$ cat config.mk
export PLATFORM = sky130hd
export DESIGN_NAME = uart_prog_loader
export DESIGN_NICKNAME = d
export VERILOG_FILES = /design/src/rtl/uart_prog_loader_pkg.sv /design/src/rtl/uart_rx_8n1.sv /design/src/rtl/uart_prog_loader.sv
export SDC_FILE = /design/constraint.sdc
export NUM_CORES = 1
export LEC_CHECK = 0
export ABC_AREA = 1
export BUFFER_PORTS_ARGS = -buffer_cell sky130_fd_sc_hd__buf_2
export CORE_MARGIN = 2
export CORE_UTILIZATION = 45
export CTS_CLUSTER_DIAMETER = 80
export DETAILED_ROUTE_END_ITERATION = 16
export HOLD_SLACK_MARGIN = 0.12
export PLACE_DENSITY = 0.6
export SLEW_MARGIN = 20
export SYNTH_ARGS = -nofsm -noshare
export SYNTH_HDL_FRONTEND = slang
export SYNTH_SLANG_ARGS = --single-unit
$ cat constraint.sdc
create_clock -name clk -period 2.86 [get_ports clk]
set_input_delay 0.572 -clock clk [delete_from_list [all_inputs] [get_ports clk]]
set_output_delay 0.572 -clock clk [all_outputs]
set_load 0.02 [all_outputs]
$ cat src/rtl/uart_prog_loader_pkg.sv
// Shared types and constants for the UART program loader.
//   rx_state_t : UART receive FSM states
//   ld_state_t : loader FSM states
//   END_WORD   : sentinel word that terminates the image (never written)
//   CLKS_PER_BIT_DEF : default bit period for a 40 MHz clock at 115200 baud
package uart_prog_loader_pkg;

  localparam int          CLKS_PER_BIT_DEF = 347;
  localparam logic [31:0] END_WORD         = 32'h0000_0FFF;

  typedef enum logic [1:0] {
    RX_IDLE,
    RX_START,
    RX_DATA,
    RX_STOP
  } rx_state_t;

  typedef enum logic {
    LD_LOAD,
    LD_DONE
  } ld_state_t;

endpackage

$ cat src/rtl/uart_rx_8n1.sv
// 8N1 UART receiver: 2-flop input synchroniser, bit timer and receive FSM.
//   clk, rst_l  : clock, asynchronous active-low reset
//   rx_i        : serial input, idle high
//   hold_idle   : forces the receiver into RX_IDLE (used once loading is done)
//   byte_valid  : one-cycle pulse, byte_data holds a correctly framed byte
//   byte_data   : received byte, LSB first on the wire
//   frame_err   : one-cycle pulse, stop bit was sampled low (byte dropped)
module uart_rx_8n1
  import uart_prog_loader_pkg::*;
#(
  parameter int CLKS_PER_BIT = CLKS_PER_BIT_DEF
) (
  input  logic       clk,
  input  logic       rst_l,
  input  logic       rx_i,
  input  logic       hold_idle,
  output logic       byte_valid,
  output logic [7:0] byte_data,
  output logic       frame_err
);

  localparam int                CNT_W     = $clog2(CLKS_PER_BIT + 1);
  localparam logic [CNT_W-1:0]  BIT_LAST  = CNT_W'(CLKS_PER_BIT - 1);
  localparam logic [CNT_W-1:0]  HALF_LAST = CNT_W'(CLKS_PER_BIT / 2 - 1);

  rx_state_t        state;
  logic             rx_meta;
  logic             rx_sync;
  logic [CNT_W-1:0] cnt;
  logic [2:0]       bit_idx;
  logic [7:0]       shift;

  assign byte_data = shift;

  // NOTE: sequential state is updated with non-blocking assignments only, so
  // every flop samples the pre-edge value of every other flop.
  always_ff @(posedge clk or negedge rst_l) begin
    if (!rst_l) begin
      // The synchroniser resets to the idle line level so no false start bit
      // is seen as reset releases.
      rx_meta    <= 1'b1;
      rx_sync    <= 1'b1;
      state      <= RX_IDLE;
      cnt        <= '0;
      bit_idx    <= '0;
      shift      <= '0;
      byte_valid <= 1'b0;
      frame_err  <= 1'b0;
    end else begin
      rx_meta    <= rx_i;
      rx_sync    <= rx_meta;
      byte_valid <= 1'b0;
      frame_err  <= 1'b0;

      if (hold_idle) begin
        state <= RX_IDLE;
        cnt   <= '0;
      end else begin
        unique case (state)
          RX_IDLE: begin
            if (!rx_sync) begin
              state <= RX_START;
              cnt   <= '0;
            end
          end
          // Re-check the line half a bit in; a line already back high was a glitch.
          RX_START: begin
            if (cnt == HALF_LAST) begin
              cnt     <= '0;
              bit_idx <= '0;
              state   <= rx_sync ? RX_IDLE : RX_DATA;
            end else begin
              cnt <= cnt + CNT_W'(1);
            end
          end
          RX_DATA: begin
            if (cnt == BIT_LAST) begin
              cnt     <= '0;
              shift   <= {rx_sync, shift[7:1]};
              bit_idx <= bit_idx + 3'd1;
              if (bit_idx == 3'd7) state <= RX_STOP;
            end else begin
              cnt <= cnt + CNT_W'(1);
            end
          end
          RX_STOP: begin
            if (cnt == BIT_LAST) begin
              cnt   <= '0;
              state <= RX_IDLE;
              if (rx_sync) byte_valid <= 1'b1;
              else         frame_err  <= 1'b1;
            end else begin
              cnt <= cnt + CNT_W'(1);
            end
          end
          default: state <= RX_IDLE;
        endcase
      end
    end
  end

endmodule

$ cat src/rtl/uart_prog_loader.sv
// Serial boot loader: assembles UART bytes into little-endian 32-bit words,
// writes them to instruction memory, then releases the core from reset.
//   clk, rst_l    : clock, asynchronous active-low reset
//   rx_i          : UART serial input (idle high)
//   imem_we_o     : one-cycle write strobe
//   imem_addr_o   : word write address
//   imem_wdata_o  : write data
//   core_rst_l_o  : core reset, held low until the image is loaded
//   prog_done_o   : load complete
//   frame_err_o   : sticky, a byte had a low stop bit
//   overflow_o    : sticky, image filled the whole memory
module uart_prog_loader
  import uart_prog_loader_pkg::*;
#(
  parameter int CLKS_PER_BIT = CLKS_PER_BIT_DEF,
  parameter int ADDR_W       = 10
) (
  input  logic              clk,
  input  logic              rst_l,
  input  logic              rx_i,
  output logic              imem_we_o,
  output logic [ADDR_W-1:0] imem_addr_o,
  output logic [31:0]       imem_wdata_o,
  output logic              core_rst_l_o,
  output logic              prog_done_o,
  output logic              frame_err_o,
  output logic              overflow_o
);

  ld_state_t         ld_state;
  logic              rx_valid;
  logic [7:0]        rx_data;
  logic              rx_ferr;
  logic [1:0]        byte_cnt;
  logic [23:0]       word_buf;
  logic [ADDR_W-1:0] wr_ptr;
  logic [31:0]       word_c;

  uart_rx_8n1 #(
    .CLKS_PER_BIT(CLKS_PER_BIT)
  ) u_rx (
    .clk       (clk),
    .rst_l     (rst_l),
    .rx_i      (rx_i),
    .hold_idle (ld_state == LD_DONE),
    .byte_valid(rx_valid),
    .byte_data (rx_data),
    .frame_err (rx_ferr)
  );

  // The completing byte joins the three buffered ones without a register stage.
  assign word_c = {rx_data, word_buf};

  always_ff @(posedge clk or negedge rst_l) begin
    if (!rst_l) begin
      ld_state     <= LD_LOAD;
      byte_cnt     <= '0;
      word_buf     <= '0;
      wr_ptr       <= '0;
      imem_we_o    <= 1'b0;
      imem_addr_o  <= '0;
      imem_wdata_o <= '0;
      core_rst_l_o <= 1'b0;
      prog_done_o  <= 1'b0;
      frame_err_o  <= 1'b0;
      overflow_o   <= 1'b0;
    end else begin
      imem_we_o <= 1'b0;
      // A dropped byte leaves byte_cnt alone; the flag is the only trace of it.
      if (rx_ferr) frame_err_o <= 1'b1;

      unique case (ld_state)
        LD_LOAD: begin
          if (rx_valid) begin
            byte_cnt <= byte_cnt + 2'd1;
            unique case (byte_cnt)
              2'd0: word_buf[7:0]   <= rx_data;
              2'd1: word_buf[15:8]  <= rx_data;
              2'd2: word_buf[23:16] <= rx_data;
              2'd3: begin
                if (word_c == END_WORD) begin
                  ld_state <= LD_DONE;
                end else begin
                  imem_we_o    <= 1'b1;
                  imem_addr_o  <= wr_ptr;
                  imem_wdata_o <= word_c;
                  // The last address is written, then loading stops instead of wrapping.
                  if (&wr_ptr) begin
                    overflow_o <= 1'b1;
                    ld_state   <= LD_DONE;
                  end else begin
                    wr_ptr <= wr_ptr + ADDR_W'(1);
                  end
                end
              end
              default: ;
            endcase
          end
        end
        LD_DONE: begin
          prog_done_o  <= 1'b1;
          core_rst_l_o <= 1'b1;
        end
        default: ld_state <= LD_LOAD;
      endcase
    end
  end

endmodule
==> out/results.tsv, run 1 <==
metric	value	unit
run status	completed	
internal power consumption	2.00	mW
number of enable flip-flop cells after synthesis	0	
launching instance or port of the critical path	u_rx.byte_data[4]$_DFFE_PN0P_	
slowest stage delay, CP	0.40	ns
length of routed met2 wiring	4480	um
area share of the largest cell type after synthesis	53.7	%
Buf+Inv Stages, Crit Path	2	
Post-Route WL	9990	um
Synth Area in Adders	3.77	%
clock root buffer	clkbuf_8	
cell area after synthesis	4980	um^2
simple-gate share of the synthesized area	24.7	%
Worst R2R Path Depth	10	
die width	109	um
launching element type of the critical path	flop	
pwr dens	458	nW/um^2
worst-path cell chain	inv_2 > nand2_1 > nor2_1 > nand2_1 > nor2_2 > nand2_2 > nand2_4 > inv_1 > nand2_1 > nand2_1	
commonest cells after routing, fill and taps aside	nand2_1 (201), dfrtp_1 (107), buf_2 (48)	
number of port buffers	49	
Relative slew margins	53.0	%
number of nets in the finished design	621	
sort of element at the end of the critical path	flop	
number of buffers between clock root and the deepest sink	2	
vias in the first global route	3455	
most used flip-flop cell after synthesis	dfrtp_1	
highest routed layer	met4	
DR vias	3680	
Chip Height	109	um
switching power as a share of total power	20.7	%
CTS tree	built	
number of I/O pins	50	
worst-path maximum fanout	29	
highest attainable clock frequency	0.457	GHz
VDD IR max	0.000205	V
post-CTS resize count	0	
number of core rows	38	
critical path's slowest cell	dfrtp_1	
first-pass GRT wire length	16700	um
part of the Yosys area used for sequential elements	54.8	%
detailed-route DRC error count	0	
H-tree Lvls	3	
number of iterations in the first detailed-routing pass	4	
post-synthesis average cell area	8.98	um^2
aggregate global-route resource usage	17.9	%
n_diodes	0	
fraction of final layout cells with drive strength greater than 1	20.4	%
final count of negative-setup-slack endpoints	0	
vias per cell	4.92	
Data arrival, critical path	2.44	ns
flip-flop and latch count after synthesis	109	
most common library cell in the layout ignoring fill and taps	nand2_1	
static leakage	2.90	nW
CTS clk-pin slew, worst paths	0.10	ns
Metal-1 WL	5090	um
number of buffers inserted by hold repair at cts	0	
synthesis warning total	0	
ANT nets after route	0	
setup repair after global routing missed its margin	false	
number of antenna violations at the first check in global routing	0	
CP delay by family, top	simple AND/OR/NAND/NOR gates	
setup repair bufs after CTS	0	
dominant combinational cell family by area after synthesis	simple AND/OR/NAND/NOR gates	
CORE AREA	10800	um^2
Critical Path RT	3.11	ns
syn_nets	573	
beginning of the worst register-to-register path	u_rx.byte_data[4]$_DFFE_PN0P_	
worst min-delay path category	in2async	
detailed placement HPWL	7130	um
Clock Skews	0.0111	ns
sequential cell fraction of total power	61.2	%
Async SR Flop Fraction	100	%
number of clock buffers inserted by TritonCTS	9	
pin count of the biggest net entering global routing	55	
gate count of the mapped netlist	555	
Max Cap Violations	0	
synthesized-area fraction occupied by ao, oa, aoi and oai cells	8.79	%
cell occurring most often along the worst timing path	nand2_1	
routability congestion estimate from global placement	0.834	
clock insertion delay at the later pin of the skew report	0.36	ns
net switching power	0.522	mW
Worst Slack Setup Final	0.672	ns
final number of hold-violating endpoints	0	
clock share of power	37.4	%
Distinct cells, synth	32	
initial standard-cell utilization of the core	46.0	%
XOR/XNOR share of the synthesized area	1.58	%
total count of max-transition violations in the final report	0	
Sinks on Clock Net	109	
met3 wire length	300	um
worst-case setup slack after placement	0.657	ns
full die area	11900	um^2
Min Clock Period, post-route	2.19	ns
total negative setup slack	0	ns
dominant cells by area after synthesis	dfrtp_1 (54%), nand2_1 (15%), o21ai_0 (4.0%)	
final clock period utilization by the worst path	76.5	%
initial detailed-routing violation count	239	
instance count on the critical path	10	
gr ovfl total	0	
Fill cells	1048	
area added between synthesis and finish	10.5	%
relative contribution of combinational cells to total power	1.5	%
portion of netlist area occupied by mux cells	0	%
slew at the pin closest to its max-slew limit	0.705	ns
critical path class	reg2reg	
most area-hungry cell type in the Yosys netlist	dfrtp_1	
drt wl/cell	13.4	um
area by class of cell:
class / instances / area, um^2 / area share, %
inverters: 46 / 173 / 3.13
clock inverters: 2 / 35.0 / 0.636
flip-flops and latches: 109 / 2730 / 49.6
repair buffers: 54 / 298 / 5.41
clock buffers: 14 / 163 / 2.95
well taps: 140 / 175 / 3.18
multi-input cells: 383 / 1930 / 35.1
worst reg2reg max path, stage by stage, from the launching register on:
cell and delay (ns):
dfrtp_1 0.40, inv_2 0.11, nand2_1 0.07, nor2_1 0.13, nand2_1 0.08, nor2_2 0.09
nand2_2 0.19, nand2_4 0.35, inv_1 0.40, nand2_1 0.19, nand2_1 0.06
final timing paths:
path,endpoint,slack [ns]
worst max-delay path,imem_wdata_o[13]$_DFFE_PN0P_,0.67
worst min register to register,u_rx.rx_sync$_DFF_PN1_,0.36
max in group asynchronous,u_rx.rx_meta$_DFF_PN1_,1.84
worst max register to register,imem_wdata_o[13]$_DFFE_PN0P_,0.67
min in group clk,u_rx.rx_meta$_DFF_PN1_,0.30
worst min-delay path,wr_ptr[9]$_DFFE_PN0P_,0.25
logic make-up after synthesis:
kind of cell,after synthesis
AO/OA/AOI/OAI,73
flip-flops,109
buffers and inverters,63
adder cells (fa/ha/maj),15
AND/OR/NAND/NOR,286
XOR/XNOR,9
synthesized netlist by cell type (2+ instances only):
master and count:
o21bai_1 3, buf_2 6, nor2_1 23, or2_2 2
xor2_1 8, nand3_1 15, o21ai_1 5, nand4_1 15
a21oi_1 7, o21ai_2 17, buf_6 3, o21ai_0 40
buf_4 2, ha_1 15, nand3_2 2, inv_1 37
nor3_1 3, nand2_1 201, nand2_2 19, nor2_2 3
clkbuf_1 2, inv_2 9, dfstp_2 2, buf_12 2
dfrtp_1 107
metrics by stage:
step / hold slack [ns] / instance area (um^2) / total power, mW / util (%) / std cells
after floorplan: 0.276 / 4980 / 1.58 / - / 555
after global placement: 0.348 / 5310 / 1.61 / 49.0 / 732
after detailed placement: 0.348 / 5310 / 1.61 / 49.0 / 732
after CTS: 0.275 / 5510 / 2.56 / 50.8 / 748
after global routing: 0.285 / 5510 / 2.63 / 50.8 / 748
final: 0.248 / 5510 / 2.52 / 50.8 / 748
sequential cells by signal, summed over array words and instances (netlist names):
register         cells
word_buf            24
u_rx.state           2
u_rx.bit_idx         3
imem_addr_o         10
u_rx.rx_meta         1
prog_done_o          1
imem_wdata_o        32
byte_cnt             2
u_rx.byte_data       8
u_rx.frame_err       1
imem_we_o            1
u_rx.byte_valid      1
u_rx.rx_sync         1
u_rx.cnt             9
overflow_o           1
frame_err_o          1
ld_state             1
wr_ptr              10
power by group through the flow:
stage          Sequential (mW)  Combinational (mW)  Clock, mW
2_1_floorplan             1.57             0.00118          0
3_3_place_gp              1.57              0.0399          0
3_5_place_dp              1.57              0.0403          0
4_1_cts                   1.54              0.0400      0.973
5_1_grt                   1.54              0.0450       1.04
6_report                  1.54              0.0370      0.943
layer usage:
| layer | track usage (%) | vias to the layer above |
|---|---|---|
| li1 | - | 1859 |
| met1 | 26.4 | 1748 |
| met2 | 27.2 | 63 |
| met3 | 2.57 | 10 |
| met4 | 6.15 | 0 |
| met5 | 0 | - |
Power figures use the tool's default switching activity.
==> inputs of run 2 (changes only) <==
PLACE_DENSITY = 0.62   (was 0.6)
clock period = 2 ns   (was 2.86 ns; I/O delays follow)
==> out/results.tsv, run 2 (synthesis gave the netlist of run 1 again) <==
metric	value	unit
run status	completed	
vias per cell	4.89	
Max Cap Violations	0	
CTS clk-pin slew, worst paths	0.10	ns
final number of hold-violating endpoints	0	
static leakage	2.91	nW
initial standard-cell utilization of the core	46.0	%
DR vias	3679	
total count of max-transition violations in the final report	0	
CORE AREA	10800	um^2
final clock period utilization by the worst path	87.4	%
clock root buffer	clkbuf_8	
Relative slew margins	53.1	%
total placed instance area	5360	um^2
worst min-delay path category	reg2reg	
detailed-route DRC error count	0	
Post-Route WL	9860	um
fin area	5560	um^2
ANT nets after route	0	
routability congestion estimate from global placement	0.865	
number of nets in the finished design	626	
detailed placement HPWL	6800	um
pin count of the biggest net entering global routing	66	
number of buffers between clock root and the deepest sink	2	
area added between synthesis and finish	11.6	%
number of I/O pins	50	
number of core rows	38	
post-route core utilization	51.3	%
initial detailed-routing violation count	261	
drt wl/cell	13.1	um
worst-case setup slack after placement	0.185	ns
n_diodes	0	
Sinks on Clock Net	109	
aggregate global-route resource usage	17.9	%
fraction of final layout cells with drive strength greater than 1	21.2	%
critical path class	reg2reg	
gr ovfl total	0	
full die area	11900	um^2
H-tree Lvls	3	
die width	109	um
number of port buffers	49	
total negative setup slack	0	ns
setup repair after global routing missed its margin	false	
Regs by FF count	imem_wdata_o (32), word_buf (24)	
Worst Slack Setup Final	0.253	ns
pwr dens	626	nW/um^2
launching element type of the critical path	flop	
most common library cell in the layout ignoring fill and taps	nand2_1	
number of clock buffers inserted by TritonCTS	9	
worst-path maximum fanout	21	
largest reg by FF count	imem_wdata_o	
number of antenna violations at the first check in global routing	0	
Min Clock Period, post-route	1.75	ns
Data arrival, critical path	2.00	ns
Chip Height	109	um
setup repair bufs after CTS	0	
Critical Path RT	2.25	ns
Fill cells	1061	
final count of negative-setup-slack endpoints	0	
sort of element at the end of the critical path	flop	
clock insertion delay at the later pin of the skew report	0.36	ns
highest attainable clock frequency	0.572	GHz
slew at the pin closest to its max-slew limit	0.703	ns
max FFs per register	32	
first-pass GRT wire length	16600	um
vias in the first global route	3352	
Clock Skews	0.0106	ns
commonest cells after routing, fill and taps aside	nand2_1 (201), dfrtp_1 (107), buf_2 (48)	
VDD IR max	0.000293	V
CTS tree	built	
number of iterations in the first detailed-routing pass	6	
run 2: metal layers:
layer / part of all wire, % / global-route usage (%) / vias up
li1: - / - / 1871
met1: 50 / 27.1 / 1704
met2: 45 / 25.9 / 94
met3: 4.7 / 3.11 / 10
met4: 1.2 / 6.06 / 0
met5: 0 / 0 / -
run 2: path summary, 6_finish.rpt:
| kind | from | endpoint | slack [ns] | cells after the start |
|---|---|---|---|---|
| worst max-delay path | word_buf[17]$_DFFE_PN0P_ | imem_addr_o[6]$_DFFE_PN0P_ | 0.25 | 10 |
| worst min register to register | u_rx.rx_meta$_DFF_PN1_ | u_rx.rx_sync$_DFF_PN1_ | 0.36 | 0 |
| min in group asynchronous | rst_l | imem_addr_o[4]$_DFFE_PN0P_ | 0.52 | 2 |
| worst max register to register | word_buf[17]$_DFFE_PN0P_ | imem_addr_o[6]$_DFFE_PN0P_ | 0.25 | 10 |
| worst min-delay path | u_rx.rx_meta$_DFF_PN1_ | u_rx.rx_sync$_DFF_PN1_ | 0.36 | 0 |
| max in group asynchronous | rst_l | u_rx.rx_meta$_DFF_PN1_ | 0.82 | 3 |
run 2: power by group:
part	internal [mW]	leakage, nW	switching (mW)
registers	2.21	1.50	0.00185
logic	0.0132	1.33	0.0453
clock network	0.488	0.0815	0.725
run 2: stage by stage:
step | hold slack, ns | power (mW) | cells
floorplan | 0.104 | 2.25 | 555
global placement | 0.347 | 2.31 | 735
detailed placement | 0.353 | 2.31 | 735
CTS | 0.368 | 3.53 | 753
global route | 0.373 | 3.64 | 753
finish | 0.365 | 3.48 | 753
run 2: cell type report:
cell class | count | area [um^2] | share of cell area (%)
inverters | 46 | 173 | 3.11
well taps | 140 | 175 | 3.15
multi-input cells | 383 | 1940 | 34.9
flip-flops and latches | 109 | 2730 | 49.1
repair buffers | 59 | 365 | 6.57
clock buffers | 11 | 141 | 2.54
clock inverters | 5 | 36.3 | 0.653
run 2: what timing repair did:
item                                    CTS  global route
hold buffers                              2             0
resized for setup                         0             1
hold endpoints to repair                 33             0
endpoints found under the setup margin    0             8
run 2: worst max-delay path, stage by stage (launching register included):
cell and delay (ns):
dfrtp_1 0.41, inv_1 0.09, nand2_1 0.05, nor2_1 0.19
nand2_1 0.09, nor2_2 0.10, nand2_2 0.09, nand2_4 0.08
inv_1 0.31, nand2_1 0.17, nand2_1 0.06
==> inputs of run 3 (changes only) <==
CORE_MARGIN = not set   (was 2)
==> out/results.tsv, run 3 (synthesis gave the netlist of run 1 again) <==
metric	value	unit
ANT nets after route	0	
detailed placement HPWL	6930	um
initial detailed-routing violation count	187	
aggregate global-route resource usage	18.6	%
Reg2Reg Capture Point	wr_ptr[5]$_DFFE_PN0P_	
Min Clock Period, post-route	1.78	ns
max FFs per register	32	
die width	107	um
drt wl/cell	13.0	um
launching element type of the critical path	flop	
Critical Path RT	2.25	ns
initial standard-cell utilization of the core	46.2	%
beginning of the worst register-to-register path	wr_ptr[0]$_DFFE_PN0P_	
critical path class	reg2reg	
area added between synthesis and finish	11.6	%
pin count of the biggest net entering global routing	66	
setup slack of the most critical reg-to-reg path	0.22	ns
H-tree Lvls	3	
total count of max-transition violations in the final report	0	
Fill cells	1015	
CORE AREA	10800	um^2
worst-path maximum fanout	7	
slowest stage delay, CP	0.47	ns
Data arrival, critical path	2.04	ns
origin of the worst min-delay path	u_rx.rx_meta$_DFF_PN1_	
first-pass GRT wire length	16900	um
Worst R2R Path Depth	7	
gr ovfl total	0	
CTS tree	built	
full die area	11500	um^2
number of antenna violations at the first check in global routing	0	
number of buffers between clock root and the deepest sink	2	
CP delay by family, top	simple AND/OR/NAND/NOR gates	
instance count on the critical path	7	
commonest cells after routing, fill and taps aside	nand2_1 (201), dfrtp_1 (107), buf_2 (48)	
number of iterations in the first detailed-routing pass	4	
vias per cell	4.89	
total negative setup slack	0	ns
n_diodes	0	
Post-Route WL	9810	um
static leakage	2.92	nW
critical path's slowest cell	dfrtp_1	
Chip Height	107	um
number of I/O pins	50	
routability congestion estimate from global placement	0.910	
sort of element at the end of the critical path	flop	
Buf+Inv Stages, Crit Path	1	
detailed-route DRC error count	0	
Max Cap Violations	0	
Regs by FF count	imem_wdata_o (32), word_buf (24)	
DR vias	3684	
number of clock buffers inserted by TritonCTS	9	
setup repair after global routing missed its margin	false	
final number of hold-violating endpoints	0	
run status	completed	
number of core rows	38	
endpoint of the most critical setup path	wr_ptr[5]$_DFFE_PN0P_	
CTS clk-pin slew, worst paths	0.10	ns
pwr dens	625	nW/um^2
post-route core utilization	51.5	%
slew at the pin closest to its max-slew limit	0.736	ns
fraction of final layout cells with drive strength greater than 1	21.0	%
post-route total power	3.47	mW
worst-path cell chain	ha_1 > nand3_1 > nor2_2 > nand4_2 > buf_4 > nand4_1 > nand2_1	
clock root buffer	clkbuf_8	
number of port buffers	49	
final count of negative-setup-slack endpoints	0	
clock insertion delay at the later pin of the skew report	0.36	ns
most common library cell in the layout ignoring fill and taps	nand2_1	
Clock Skews	0.00919	ns
largest reg by FF count	imem_wdata_o	
vias in the first global route	3546	
VDD IR max	0.000319	V
highest attainable clock frequency	0.561	GHz
Sinks on Clock Net	109	
Relative slew margins	50.9	%
setup repair bufs after CTS	0	
worst min-delay path category	reg2reg	
launching instance or port of the critical path	wr_ptr[0]$_DFFE_PN0P_	
number of nets in the finished design	627	
final clock period utilization by the worst path	89.2	%
-- run 3: cell count changes in the layout (fill, tap and decap cells not counted) --
cell,delta
buf_4,+1
clkbuf_1,+2
clkinvlp_4,-2
-- run 3: area by class of cell --
type | instances | area (um^2) | share of cell area [%]
Tap cell | 140 | 175 | 3.15
Timing Repair Buffer | 60 | 373 | 6.71
Sequential cell | 109 | 2730 | 49.1
Multi-Input combinational cell | 383 | 1940 | 34.9
Inverter | 46 | 173 | 3.11
Clock buffer | 13 | 149 | 2.68
Clock inverter | 3 | 21.3 | 0.383
-- run 3: through the flow --
stage	area (um^2)	std cells	worst slack, ns	hold slack [ns]
after global placement	5370	736	0.214	0.347
after global routing	5560	754	0.0332	0.369
after detailed placement	5370	736	0.175	0.348
after CTS	5560	754	0.149	0.367
final	5560	754	0.217	0.362
after floorplan	4980	555	0.443	0.104
-- run 3: where the power goes --
part           internal [mW]  total [mW]  switching [mW]
clock                  0.491        1.21           0.716
sequential              2.21        2.21         0.00167
combinational         0.0143      0.0599          0.0456
-- run 3: layer usage --
metal	GRT usage, %	part of all wire, %	vias to the layer above
met4	6.95	0.97	0
met1	26.4	49	1751
met2	28.8	46	65
li1	-	-	1860
met5	0	0	-
met3	2.86	3.8	8
-- run 3: worst min path at each step --
stage	to	slack, ns	cells past startpoint
after detailed placement	u_rx.rx_sync$_DFF_PN1_	0.35	0
after CTS	u_rx.rx_sync$_DFF_PN1_	0.37	0
final	u_rx.rx_sync$_DFF_PN1_	0.36	0
after floorplan	byte_cnt[0]$_DFFE_PN0P_	0.10	0
after global placement	u_rx.rx_sync$_DFF_PN1_	0.35	0
after global routing	u_rx.rx_sync$_DFF_PN1_	0.37	0
-- run 3: what timing repair did --
action / 4_1_cts / 5_1_grt
hold endpoints to repair: 31 / 0
setup endpoints to repair: 0 / 8
resized for setup: 0 / 1
hold buffers: 2 / 0
